`src/rtl/intctl_pkg.sv`:
```
// Shared definitions for the multi-channel Unibus interrupt requester:
// FSM state encoding, the per-channel "no request" marker and vector formatting.
package intctl_pkg;

    typedef enum logic [1:0] {
        ST_IDLE,
        ST_REQ,
        ST_SACK,
        ST_INTR
    } state_t;

    // Bit 0 of a channel's vector byte carries this value when it is not requesting.
    localparam logic NO_REQ = 1'b1;

    function automatic logic [15:0] fmt_vec(input logic [7:0] vec);
        return {8'h00, vec[7:2], 2'b00};
    endfunction

endpackage

```
`src/rtl/intarb.sv`:
```
// Combinational request picker: fixed priority (lowest index wins) or
// round-robin starting one past the last serviced channel when RR_EN is set.
module intarb #(
    parameter int NCHAN = 4,
    parameter int IW    = 2,
    parameter bit RR_EN = 1'b0
) (
    input  logic [NCHAN-1:0] req,
    input  logic [IW-1:0]    ptr,
    output logic             valid,
    output logic [IW-1:0]    idx
);

    // In fixed-priority builds the pointer is tied off and not consulted.
    logic unused_ptr;
    assign unused_ptr = ^ptr;

    int j;

    // Scan from lowest to highest priority so the last hit is the winner.
    always_comb begin
        valid = 1'b0;
        idx   = '0;
        j     = 0;
        for (int i = NCHAN - 1; i >= 0; i--) begin
            j = RR_EN ? (int'(ptr) + 1 + i) : i;
            if (j >= NCHAN) begin
                j = j - NCHAN;
            end
            if (req[j]) begin
                valid = 1'b1;
                idx   = IW'(j);
            end
        end
    end

endmodule

```
`src/rtl/intctl_multi.sv`:
```
// Multi-channel interrupt requester sharing one Unibus BR/BG level.
// Define INTCTL_RR_EN for round-robin arbitration; default is fixed priority.
module intctl_multi
    import intctl_pkg::*;
#(
    parameter int NCHAN  = 4,
    parameter int DGLCNT = 4
) (
    input  logic                 CLOCK,
    input  logic                 RESET,
    input  logic [8*NCHAN-1:0]   intvecs,
    input  logic                 bbsy_in_h,
    input  logic                 bg_in_l,
    input  logic                 sack_in_h,
    input  logic                 ssyn_in_h,
    output logic                 bbsy_out_h,
    output logic                 bg_out_l,
    output logic                 br_out_h,
    output logic [15:0]          d_out_h,
    output logic                 intr_out_h,
    output logic                 sack_out_h,
    output logic [NCHAN-1:0]     intack
);

    localparam int CW = (DGLCNT > 0) ? $clog2(DGLCNT + 1) : 1;
    localparam int IW = (NCHAN > 1) ? $clog2(NCHAN) : 1;

    logic [NCHAN-1:0] req;
    logic [7:0]       vec_arr [NCHAN];

    genvar gi;
    generate
        for (gi = 0; gi < NCHAN; gi++) begin : g_chan
            assign vec_arr[gi] = intvecs[8*gi +: 8];
            assign req[gi]     = (intvecs[8*gi] != NO_REQ);
        end
    endgenerate

    state_t            state_reg, state_next;
    logic [CW-1:0]     cnt_reg, cnt_next;
    logic              br_reg, br_next;
    logic              sack_reg, sack_next;
    logic              bbsy_reg, bbsy_next;
    logic              intr_reg, intr_next;
    logic [15:0]       d_reg, d_next;
    logic [IW-1:0]     idx_reg, idx_next;
    logic [NCHAN-1:0]  intack_reg, intack_next;
    logic [IW-1:0]     ptr_reg, ptr_next;
    logic              win_valid;
    logic [IW-1:0]     win_idx;

`ifdef INTCTL_RR_EN
    localparam bit RR = 1'b1;
    always_ff @(posedge CLOCK) begin
        if (RESET) begin
            ptr_reg <= '0;
        end else begin
            ptr_reg <= ptr_next;
        end
    end
`else
    localparam bit RR = 1'b0;
    assign ptr_reg = '0;
`endif

    intarb #(
        .NCHAN (NCHAN),
        .IW    (IW),
        .RR_EN (RR)
    ) u_arb (
        .req   (req),
        .ptr   (ptr_reg),
        .valid (win_valid),
        .idx   (win_idx)
    );

    // SACK from another master is not used by a requester; kept for bus completeness.
    logic unused_sack_in;
    assign unused_sack_in = sack_in_h;

    always_comb begin
        state_next  = state_reg;
        cnt_next    = cnt_reg;
        br_next     = br_reg;
        sack_next   = sack_reg;
        bbsy_next   = bbsy_reg;
        intr_next   = intr_reg;
        d_next      = d_reg;
        idx_next    = idx_reg;
        intack_next = '0;
        ptr_next    = ptr_reg;
        case (state_reg)
            ST_IDLE: begin
                cnt_next = '0;
                // A low grant here belongs to someone downstream; do not steal it.
                if ((|req) && bg_in_l) begin
                    br_next    = 1'b1;
                    state_next = ST_REQ;
                end
            end
            ST_REQ: begin
                if (bg_in_l) begin
                    cnt_next = '0;
                end else if (cnt_reg != CW'(DGLCNT)) begin
                    cnt_next = cnt_reg + 1'b1;
                end else begin
                    br_next    = 1'b0;
                    sack_next  = 1'b1;
                    state_next = ST_SACK;
                end
            end
            ST_SACK: begin
                if (!bbsy_in_h && bg_in_l && !ssyn_in_h) begin
                    sack_next = 1'b0;
                    if (win_valid) begin
                        idx_next   = win_idx;
                        bbsy_next  = 1'b1;
                        intr_next  = 1'b1;
                        d_next     = fmt_vec(vec_arr[win_idx]);
                        state_next = ST_INTR;
                    end else begin
                        state_next = ST_IDLE;
                    end
                end
            end
            ST_INTR: begin
                if (ssyn_in_h) begin
                    bbsy_next            = 1'b0;
                    intr_next            = 1'b0;
                    d_next               = '0;
                    intack_next[idx_reg] = 1'b1;
                    ptr_next             = idx_reg;
                    state_next           = ST_IDLE;
                end
            end
            default: state_next = ST_IDLE;
        endcase
    end

    always_ff @(posedge CLOCK) begin
        if (RESET) begin
            state_reg  <= ST_IDLE;
            cnt_reg    <= '0;
            br_reg     <= 1'b0;
            sack_reg   <= 1'b0;
            bbsy_reg   <= 1'b0;
            intr_reg   <= 1'b0;
            d_reg      <= '0;
            idx_reg    <= '0;
            intack_reg <= '0;
        end else begin
            state_reg  <= state_next;
            cnt_reg    <= cnt_next;
            br_reg     <= br_next;
            sack_reg   <= sack_next;
            bbsy_reg   <= bbsy_next;
            intr_reg   <= intr_next;
            d_reg      <= d_next;
            idx_reg    <= idx_next;
            intack_reg <= intack_next;
        end
    end

    assign bbsy_out_h = bbsy_reg;
    assign br_out_h   = br_reg;
    assign bg_out_l   = br_reg | bg_in_l;
    assign sack_out_h = sack_reg;
    assign intr_out_h = intr_reg;
    assign d_out_h    = d_reg;
    assign intack     = intack_reg;

endmodule

```
`config.mk`:
```
export PLATFORM = sky130hd
export DESIGN_NAME = intctl_multi
export DESIGN_NICKNAME = d
export VERILOG_FILES = /design/src/rtl/intctl_pkg.sv /design/src/rtl/intarb.sv /design/src/rtl/intctl_multi.sv
export SDC_FILE = /design/constraint.sdc
export NUM_CORES = 1
export LEC_CHECK = 0
export ABC_AREA = 0
export CELL_PAD_IN_SITES_DETAIL_PLACEMENT = 1
export CELL_PAD_IN_SITES_GLOBAL_PLACEMENT = 2
export CORE_ASPECT_RATIO = 0.75
export CORE_MARGIN = 2
export CORE_UTILIZATION = 22
export DETAILED_ROUTE_END_ITERATION = 8
export PLACE_DENSITY_LB_ADDON = 0.2
export SLEW_MARGIN = 25
export SYNTH_ARGS = -nofsm -noshare
export SYNTH_HDL_FRONTEND = slang
export SYNTH_SLANG_ARGS = --single-unit
```
`constraint.sdc`:
```
create_clock -name CLOCK -period 2.6 [get_ports CLOCK]
set_input_delay 0.52 -clock CLOCK [delete_from_list [all_inputs] [get_ports CLOCK]]
set_output_delay 0.52 -clock CLOCK [all_outputs]
set_load 0.02 [all_outputs]
```
==> results of run 1 <==
-- layout make-up --
class | instances | area share [%]
Multi-Input combinational cell | 97 | 36.2
Timing Repair Buffer | 52 | 28.5
Sequential cell | 20 | 22.5
Tap cell | 75 | 5.27
Inverter | 17 | 3.58
Clock buffer | 3 | 2.32
Clock inverter | 1 | 1.69
-- per-stage QoR --
step | util, % | hold WS, ns | instances | setup slack [ns]
4_1_cts | 33.8 | 0.469 | 265 | 0.326
3_5_place_dp | 32.5 | 0.445 | 261 | 0.322
6_report | 33.8 | 0.466 | 265 | 0.333
5_1_grt | 33.8 | 0.486 | 265 | 0.287
3_3_place_gp | 32.5 | 0.450 | 261 | 0.324
2_1_floorplan | - | 0.433 | 152 | 1.15
-- path summary, 6_finish.rpt --
| path | start | to | slack [ns] | cells after the start |
|---|---|---|---|---|
| max | bg_in_l | bg_out_l | 0.33 | 3 |
| min | d_out_h[4] | d_out_h[4] | 0.47 | 2 |
| max reg2reg | state_reg[0] | d_out_h[2] | 1.00 | 3 |
| min reg2reg | d_out_h[4] | d_out_h[4] | 0.47 | 2 |
-- cell usage in the layout (no fill, tap or decap) --
| master | instances |
|---|---|
| sky130_fd_sc_hd__nand4_1 | 1 |
| sky130_fd_sc_hd__conb_1 | 10 |
| sky130_fd_sc_hd__o221a_2 | 6 |
| sky130_fd_sc_hd__a211oi_1 | 4 |
| sky130_fd_sc_hd__or2_2 | 1 |
| sky130_fd_sc_hd__nor2b_1 | 1 |
| sky130_fd_sc_hd__inv_1 | 17 |
| sky130_fd_sc_hd__and2b_1 | 1 |
| sky130_fd_sc_hd__o21ai_0 | 11 |
| sky130_fd_sc_hd__buf_4 | 5 |
| sky130_fd_sc_hd__a21oi_1 | 13 |
| sky130_fd_sc_hd__a21bo_2 | 1 |
| sky130_fd_sc_hd__ha_1 | 2 |
| sky130_fd_sc_hd__nand3_1 | 6 |
| sky130_fd_sc_hd__and2_1 | 1 |
| sky130_fd_sc_hd__o32ai_1 | 6 |
| sky130_fd_sc_hd__nand4b_4 | 1 |
| sky130_fd_sc_hd__or4_1 | 1 |
| sky130_fd_sc_hd__nor4b_4 | 1 |
| sky130_fd_sc_hd__nor2_1 | 5 |
| sky130_fd_sc_hd__a32oi_1 | 1 |
| sky130_fd_sc_hd__clkbuf_8 | 3 |
| sky130_fd_sc_hd__o311ai_0 | 1 |
| sky130_fd_sc_hd__a31o_2 | 2 |
| sky130_fd_sc_hd__nand2_1 | 8 |
| sky130_fd_sc_hd__a31oi_1 | 2 |
| sky130_fd_sc_hd__o41ai_1 | 1 |
| sky130_fd_sc_hd__bufinv_16 | 1 |
| sky130_fd_sc_hd__and3_1 | 1 |
| sky130_fd_sc_hd__nor3b_1 | 7 |
| sky130_fd_sc_hd__dfxtp_1 | 20 |
| sky130_fd_sc_hd__clkdlybuf4s50_1 | 47 |
| sky130_fd_sc_hd__and4b_1 | 2 |
-- per-layer routing --
| metal | up-vias | global-route usage [%] | wire length (um) |
|---|---|---|---|
| li1 | 594 | - | - |
| met1 | 571 | 16.1 | 1710 |
| met2 | 39 | 22.1 | 1730 |
| met3 | 2 | 3.79 | 235 |
| met4 | 0 | 2.08 | 23 |
| met5 | - | 0 | 0 |
-- worst register-to-register path, stage by stage, from the launching register on --
cell,delay [ns]
sky130_fd_sc_hd__dfxtp_1,0.40
sky130_fd_sc_hd__nor4b_4,0.56
sky130_fd_sc_hd__nand4b_4,0.21
sky130_fd_sc_hd__o32ai_1,0.33
-- power groups by stage --
stage | registers [mW] | clock network [mW] | logic [mW]
finish | 0.314 | 0.319 | 0.141
global route | 0.315 | 0.336 | 0.154
CTS | 0.315 | 0.324 | 0.142
detailed placement | 0.322 | 0 | 0.142
global placement | 0.322 | 0 | 0.139
floorplan | 0.322 | 0 | 0.0736
-- logic make-up after synthesis --
| group | after synthesis | share of synthesized area, % |
|---|---|---|
| buf+inv | 35 | 14.8 |
| flops | 20 | 33.8 |
| compound gates | 48 | 28.4 |
| fa+ha+maj | 2 | 2.11 |
| other cells | 1 | 0.316 |
| simple gates | 37 | 20.7 |
==> impl_metrics.prom, run 1 <==
# TYPE chip_impl_metric gauge
chip_impl_metric{name="multi_input_area",unit="um^2"} 644
chip_impl_metric{name="finalWorstPathRequiredPeriod",unit="ns"} 2.27
chip_impl_metric{name="ys_ff_latch",unit=""} 20
chip_impl_metric{name="cp_slowest_stage_delay",unit="ns"} 0.53
chip_impl_metric{name="design.final.nets",unit=""} 231
chip_impl_metric{name="wp_data_required",unit="ns"} 2.08
chip_impl_metric{name="dpl.hpwl",unit="um"} 2880
chip_impl_metric{name="min_period_over_period",unit="%"} 87.2
chip_impl_metric{name="drc",unit=""} 0
chip_impl_metric{name="placementRows",unit=""} 23
chip_impl_metric{name="syn_area_per_cell",unit="um^2"} 8.29
chip_impl_metric{name="numPortBuffers",unit=""} 47
chip_impl_metric{name="vias_in_the_first_global_route",unit=""} 1228
chip_impl_metric{name="critPathBufInv",unit=""} 2
chip_impl_metric{name="routabilityCongestion",unit=""} 0.745
chip_impl_metric{name="cts_resized",unit=""} 0
chip_impl_metric{name="drtPass1Iterations",unit=""} 4
chip_impl_metric{name="power-per-cell-area",unit="nW/um^2"} 435
chip_impl_metric{name="critPathArrivalTime",unit="ns"} 1.75
chip_impl_info{name="clock-root-buffer",value="sky130_fd_sc_hd__clkbuf_8"} 1
chip_impl_metric{name="grt_first_pass_wirelength",unit="um"} 5920
chip_impl_metric{name="sequential_cell_area",unit="um^2"} 400
chip_impl_metric{name="floorplan.initialDensity",unit="%"} 22.5
chip_impl_metric{name="skew",unit="ns"} 0.00610
chip_impl_info{name="timing.hold.worst.class",value="flip-flop to flip-flop"} 1
chip_impl_metric{name="max_cap_violations",unit=""} 0
chip_impl_metric{name="hold_viol",unit=""} 0
chip_impl_metric{name="clockPowerShare",unit="%"} 41.2
chip_impl_info{name="synth_commonest_cells",value="sky130_fd_sc_hd__dfxtp_1 (20), sky130_fd_sc_hd__inv_1 (17), sky130_fd_sc_hd__a21oi_1 (13)"} 1
chip_impl_metric{name="cp_max_fo",unit=""} 2
chip_impl_metric{name="i_o_pins",unit=""} 63
chip_impl_info{name="timing.critical_path.cells",value="clkdlybuf4s50_1 > or2_2 > clkdlybuf4s50_1"} 1
chip_impl_metric{name="routed_via_density",unit=""} 4.55
chip_impl_info{name="ys_dominant_reg_cell",value="sky130_fd_sc_hd__dfxtp_1"} 1
chip_impl_metric{name="post_route_cells_drive_above_1_share",unit="%"} 11.1
chip_impl_metric{name="power_frac_seq",unit="%"} 40.6
chip_impl_info{name="cts_tree",value="done"} 1
chip_impl_metric{name="antenna_found_initial",unit=""} 0
chip_impl_metric{name="share_of_synthesized_flip_flops_with_an_asynchronous_set_or_reset",unit="%"} 0
chip_impl_metric{name="yosys.cell_types.count",unit=""} 32
chip_impl_info{name="ys_top_cells_by_area",value="sky130_fd_sc_hd__dfxtp_1 (34%), sky130_fd_sc_hd__buf_4 (7.0%), sky130_fd_sc_hd__o221a_2 (5.7%)"} 1
chip_impl_metric{name="dieArea",unit="um^2"} 6000
chip_impl_metric{name="filler_cell_count",unit=""} 625
chip_impl_info{name="crit_type",value="primary input to output port"} 1
chip_impl_metric{name="cts.repair_timing.setup_buffer_count",unit=""} 0
chip_impl_metric{name="antenna_left",unit=""} 0
chip_impl_metric{name="clock_tree.htree_level_count",unit=""} 1
chip_impl_metric{name="drt_iter0_markers",unit=""} 44
chip_impl_metric{name="clock_latency",unit="ns"} 0.26
chip_impl_metric{name="num_vias",unit=""} 1206
chip_impl_metric{name="netSwitchingPower",unit="mW"} 0.184
chip_impl_metric{name="leakagePower",unit="nW"} 0.682
chip_impl_info{name="yosys.area.top_type",value="sky130_fd_sc_hd__dfxtp_1"} 1
chip_impl_metric{name="max_ffs_per_register",unit=""} 6
chip_impl_metric{name="placedInstanceArea",unit="um^2"} 1710
chip_impl_metric{name="switching_share",unit="%"} 23.8
chip_impl_metric{name="share_comb_of_total_power",unit="%"} 18.2
chip_impl_metric{name="finalMaxSlewViolations",unit=""} 0
chip_impl_metric{name="max_slew.worst_pin.slew",unit="ns"} 0.661
chip_impl_metric{name="numCtsBuffers",unit=""} 3
chip_impl_metric{name="die_w",unit="um"} 88.8
chip_impl_metric{name="totalPowerFinal",unit="mW"} 0.775
chip_impl_metric{name="diodes",unit=""} 0
chip_impl_metric{name="cts-hold-fix-buffers",unit=""} 0
chip_impl_metric{name="area_delta_synth_final",unit="%"} 50.2
chip_impl_info{name="outcome",value="complete, no violations"} 1
chip_impl_info{name="synthMostInstantiatedCell",value="sky130_fd_sc_hd__dfxtp_1"} 1
chip_impl_info{name="path_delay_family",value="buffers and inverters"} 1
chip_impl_metric{name="grt_util_all_layers",unit="%"} 12.8
chip_impl_metric{name="synth_top_area_share",unit="%"} 33.8
chip_impl_metric{name="cts.sink_count",unit=""} 20
chip_impl_metric{name="syn_area",unit="um^2"} 1190
chip_impl_metric{name="post_synth_edffs",unit=""} 0
chip_impl_metric{name="fmax",unit="MHz"} 441
chip_impl_metric{name="synthesis.yosys.warnings",unit=""} 0
chip_impl_info{name="worst_path_most_repeated_cell",value="sky130_fd_sc_hd__clkdlybuf4s50_1"} 1
chip_impl_info{name="grt_setup_unrepaired",value="false"} 1
chip_impl_metric{name="slew_headroom",unit="%"} 55.9
chip_impl_metric{name="core_area",unit="um^2"} 5270
chip_impl_metric{name="cts.clk_slew.worst_paths",unit="ns"} 0.08
chip_impl_metric{name="stdcell_area",unit="um^2"} 1780
chip_impl_metric{name="die_h",unit="um"} 67.6
chip_impl_metric{name="detail_route.wl_per_cell",unit="um"} 14.0
chip_impl_metric{name="worst_voltage_drop_across_the_vdd_grid",unit="mV"} 0.301
chip_impl_metric{name="intPower",unit="mW"} 0.591
chip_impl_info{name="worstSetupEndpointType",value="output port"} 1
chip_impl_metric{name="pin_count_of_the_biggest_net_entering_global_routing",unit=""} 21
chip_impl_metric{name="clockBufferDepth",unit=""} 2
chip_impl_metric{name="timing.final.setup_violations",unit=""} 0
chip_impl_metric{name="setup_tns",unit="ns"} 0
chip_impl_metric{name="post_synthesis_cell_count",unit=""} 143
chip_impl_metric{name="finalWirelength",unit="um"} 3700
chip_impl_info{name="crit_path_max_delay_cell_type",value="sky130_fd_sc_hd__clkdlybuf4s50_1"} 1
chip_impl_metric{name="synth-seq-area-share",unit="%"} 33.8
chip_impl_metric{name="grt-ovfl-total",unit=""} 0
chip_impl_info{name="worst_setup_path_start_kind",value="primary input"} 1
Note: power is estimated with default switching activity, not from simulation.
==> run 2: changes to the inputs <==
--- a/constraint.sdc
+++ b/constraint.sdc
@@ -3,2 +3,2 @@
 set_output_delay 0.52 -clock CLOCK [all_outputs]
-set_load 0.02 [all_outputs]
+set_load 0.01 [all_outputs]
==> run 2 against run 1 <==
Effect of this change:
- sequential power about the same
- wire length down 1.8%
- flip-flop and latch count unchanged
- combinational power down 6%
==> impl_metrics.prom, run 2 (synthesis gave the netlist of run 1 again) <==
# TYPE chip_impl_metric gauge
chip_impl_metric{name="worst_voltage_drop_across_the_vdd_grid",unit="mV"} 0.227
chip_impl_metric{name="post_route_cells_drive_above_1_share",unit="%"} 11.1
chip_impl_metric{name="drc",unit=""} 0
chip_impl_info{name="worst_path_most_repeated_cell",value="sky130_fd_sc_hd__clkdlybuf4s50_1"} 1
chip_impl_info{name="most_used_cells_in_the_layout_excluding_fill_and_tap_cells",value="sky130_fd_sc_hd__clkdlybuf4s50_1 (47), sky130_fd_sc_hd__dfxtp_1 (20), sky130_fd_sc_hd__inv_1 (17)"} 1
chip_impl_metric{name="grt_first_pass_wirelength",unit="um"} 5970
chip_impl_metric{name="drtPass1Iterations",unit=""} 4
chip_impl_metric{name="routabilityCongestion",unit=""} 0.746
chip_impl_metric{name="cp_max_fo",unit=""} 2
chip_impl_info{name="grt_setup_unrepaired",value="false"} 1
chip_impl_metric{name="placementRows",unit=""} 23
chip_impl_metric{name="setup_tns",unit="ns"} 0
chip_impl_metric{name="cts_resized",unit=""} 0
chip_impl_info{name="timing.hold.worst.class",value="flip-flop to flip-flop"} 1
chip_impl_metric{name="cp_slowest_stage_delay",unit="ns"} 0.48
chip_impl_metric{name="min_period_over_period",unit="%"} 84.9
chip_impl_metric{name="design.final.nets",unit=""} 231
chip_impl_metric{name="grt_util_all_layers",unit="%"} 12.8
chip_impl_info{name="worstSetupEndpointType",value="output port"} 1
chip_impl_metric{name="reg2reg_depth",unit=""} 3
chip_impl_metric{name="pin_count_of_the_biggest_net_entering_global_routing",unit=""} 21
chip_impl_metric{name="hold_viol",unit=""} 0
chip_impl_metric{name="die_h",unit="um"} 67.6
chip_impl_metric{name="max_slew.worst_pin.slew",unit="ns"} 0.642
chip_impl_metric{name="grt-ovfl-total",unit=""} 0
chip_impl_metric{name="finalMaxSlewViolations",unit=""} 0
chip_impl_metric{name="cts.clk_slew.worst_paths",unit="ns"} 0.07
chip_impl_metric{name="area_delta_synth_final",unit="%"} 50.2
chip_impl_metric{name="clock_tree.htree_level_count",unit=""} 1
chip_impl_metric{name="worstHoldPathCells",unit=""} 2
chip_impl_metric{name="antenna_left",unit=""} 0
chip_impl_info{name="worst_setup_path_start_kind",value="primary input"} 1
chip_impl_metric{name="detail_route.wl_per_cell",unit="um"} 13.7
chip_impl_info{name="clock-root-buffer",value="sky130_fd_sc_hd__clkbuf_8"} 1
chip_impl_metric{name="fmax",unit="MHz"} 453
chip_impl_info{name="hold_start",value="d_out_h[3]"} 1
chip_impl_info{name="worst_r2r_endpoint",value="d_out_h[2]"} 1
chip_impl_metric{name="num_vias",unit=""} 1215
chip_impl_metric{name="setup_slack_on_the_worst_flop_to_flop_path",unit="ns"} 1.00
chip_impl_metric{name="antenna_found_initial",unit=""} 0
chip_impl_metric{name="numCtsBuffers",unit=""} 3
chip_impl_metric{name="finalWirelength",unit="um"} 3640
chip_impl_metric{name="leakagePower",unit="nW"} 0.682
chip_impl_metric{name="finalWorstPathRequiredPeriod",unit="ns"} 2.21
chip_impl_metric{name="vias_in_the_first_global_route",unit=""} 1246
chip_impl_info{name="crit_type",value="primary input to output port"} 1
chip_impl_metric{name="dieArea",unit="um^2"} 6000
chip_impl_info{name="layout_commonest_cell",value="sky130_fd_sc_hd__clkdlybuf4s50_1"} 1
chip_impl_metric{name="clockBufferDepth",unit=""} 2
chip_impl_info{name="worstHoldEndpoint",value="d_out_h[3]"} 1
chip_impl_metric{name="power-per-cell-area",unit="nW/um^2"} 427
chip_impl_metric{name="cts.repair_timing.setup_buffer_count",unit=""} 0
chip_impl_metric{name="routed_via_density",unit=""} 4.58
chip_impl_metric{name="timing.final.setup_violations",unit=""} 0
chip_impl_metric{name="critPathArrivalTime",unit="ns"} 1.69
chip_impl_metric{name="max_ffs_per_register",unit=""} 6
chip_impl_metric{name="i_o_pins",unit=""} 63
chip_impl_info{name="timing.critical_path.cells",value="clkdlybuf4s50_1 > or2_2 > clkdlybuf4s50_1"} 1
chip_impl_metric{name="skew",unit="ns"} 0.00598
chip_impl_metric{name="cts-hold-fix-buffers",unit=""} 0
chip_impl_info{name="crit_path_max_delay_cell_type",value="sky130_fd_sc_hd__clkdlybuf4s50_1"} 1
chip_impl_info{name="cts_tree",value="done"} 1
chip_impl_info{name="outcome",value="complete, no violations"} 1
chip_impl_metric{name="drt_iter0_markers",unit=""} 41
chip_impl_metric{name="clock_latency",unit="ns"} 0.26
chip_impl_metric{name="max_cap_violations",unit=""} 0
chip_impl_metric{name="dpl.hpwl",unit="um"} 2870
chip_impl_metric{name="die_w",unit="um"} 88.8
chip_impl_metric{name="diodes",unit=""} 0
chip_impl_metric{name="numPortBuffers",unit=""} 47
chip_impl_metric{name="core_area",unit="um^2"} 5270
chip_impl_metric{name="slew_headroom",unit="%"} 57.1
chip_impl_info{name="worst_r2r_startpoint",value="state_reg[0]"} 1
chip_impl_metric{name="worst_hold_slack",unit="ns"} 0.466
chip_impl_metric{name="wp_data_required",unit="ns"} 2.08
chip_impl_metric{name="filler_cell_count",unit=""} 622
chip_impl_metric{name="cts.sink_count",unit=""} 20
chip_impl_metric{name="floorplan.initialDensity",unit="%"} 22.5
[run 2: cell counts in the layout (fill, tap and decap cells not counted)]
Identical to the previous run, type by type.
[run 2: layer usage]
layer  global-route usage, %  part of all wire [%]  vias up
li1                        -                     -      597
met1                    17.2                    47      571
met2                    21.3                    47       43
met3                    3.18                   5.0        4
met4                    1.70                  0.69        0
met5                       0                     0        -
[run 2: worst max-delay path by stage]
stage               from          to
5_1_grt          bg_in_l    bg_out_l
6_report         bg_in_l    bg_out_l
2_1_floorplan  bbsy_in_h  d_out_h[2]
3_5_place_dp     bg_in_l  d_out_h[2]
3_3_place_gp     bg_in_l  d_out_h[6]
4_1_cts          bg_in_l    bg_out_l
[run 2: layout make-up]
| class | count | area [um^2] | share of cell area [%] |
|---|---|---|---|
| multi-input cells | 97 | 644 | 36.2 |
| repair buffers | 52 | 508 | 28.5 |
| flip-flops and latches | 20 | 400 | 22.5 |
| well taps | 75 | 93.8 | 5.27 |
| inverters | 17 | 63.8 | 3.58 |
| clock buffers | 3 | 41.3 | 2.32 |
| clock inverters | 1 | 30.0 | 1.69 |
[run 2: metrics by stage]
| stage | util [%] | power, mW | instances | area [um^2] | setup slack (ns) |
|---|---|---|---|---|---|
| after global routing | 33.8 | 0.797 | 265 | 1780 | 0.347 |
| after detailed placement | 32.5 | 0.455 | 261 | 1710 | 0.352 |
| after global placement | 32.5 | 0.452 | 261 | 1710 | 0.378 |
| after floorplan | - | 0.387 | 152 | 1220 | 1.15 |
| final | 33.8 | 0.761 | 265 | 1780 | 0.393 |
| after CTS | 33.8 | 0.770 | 265 | 1780 | 0.386 |
[run 2: worst max-delay path, delay by kind of cell]
kind	cells	cell delay, ns
buf+inv	2	0.90
simple gates	1	0.28
[run 2: report_power, final]
group	switching (mW)	internal (mW)	leakage, nW
sequential	0.00508	0.309	0.162
combinational	0.0575	0.0754	0.485
clock	0.108	0.206	0.0357
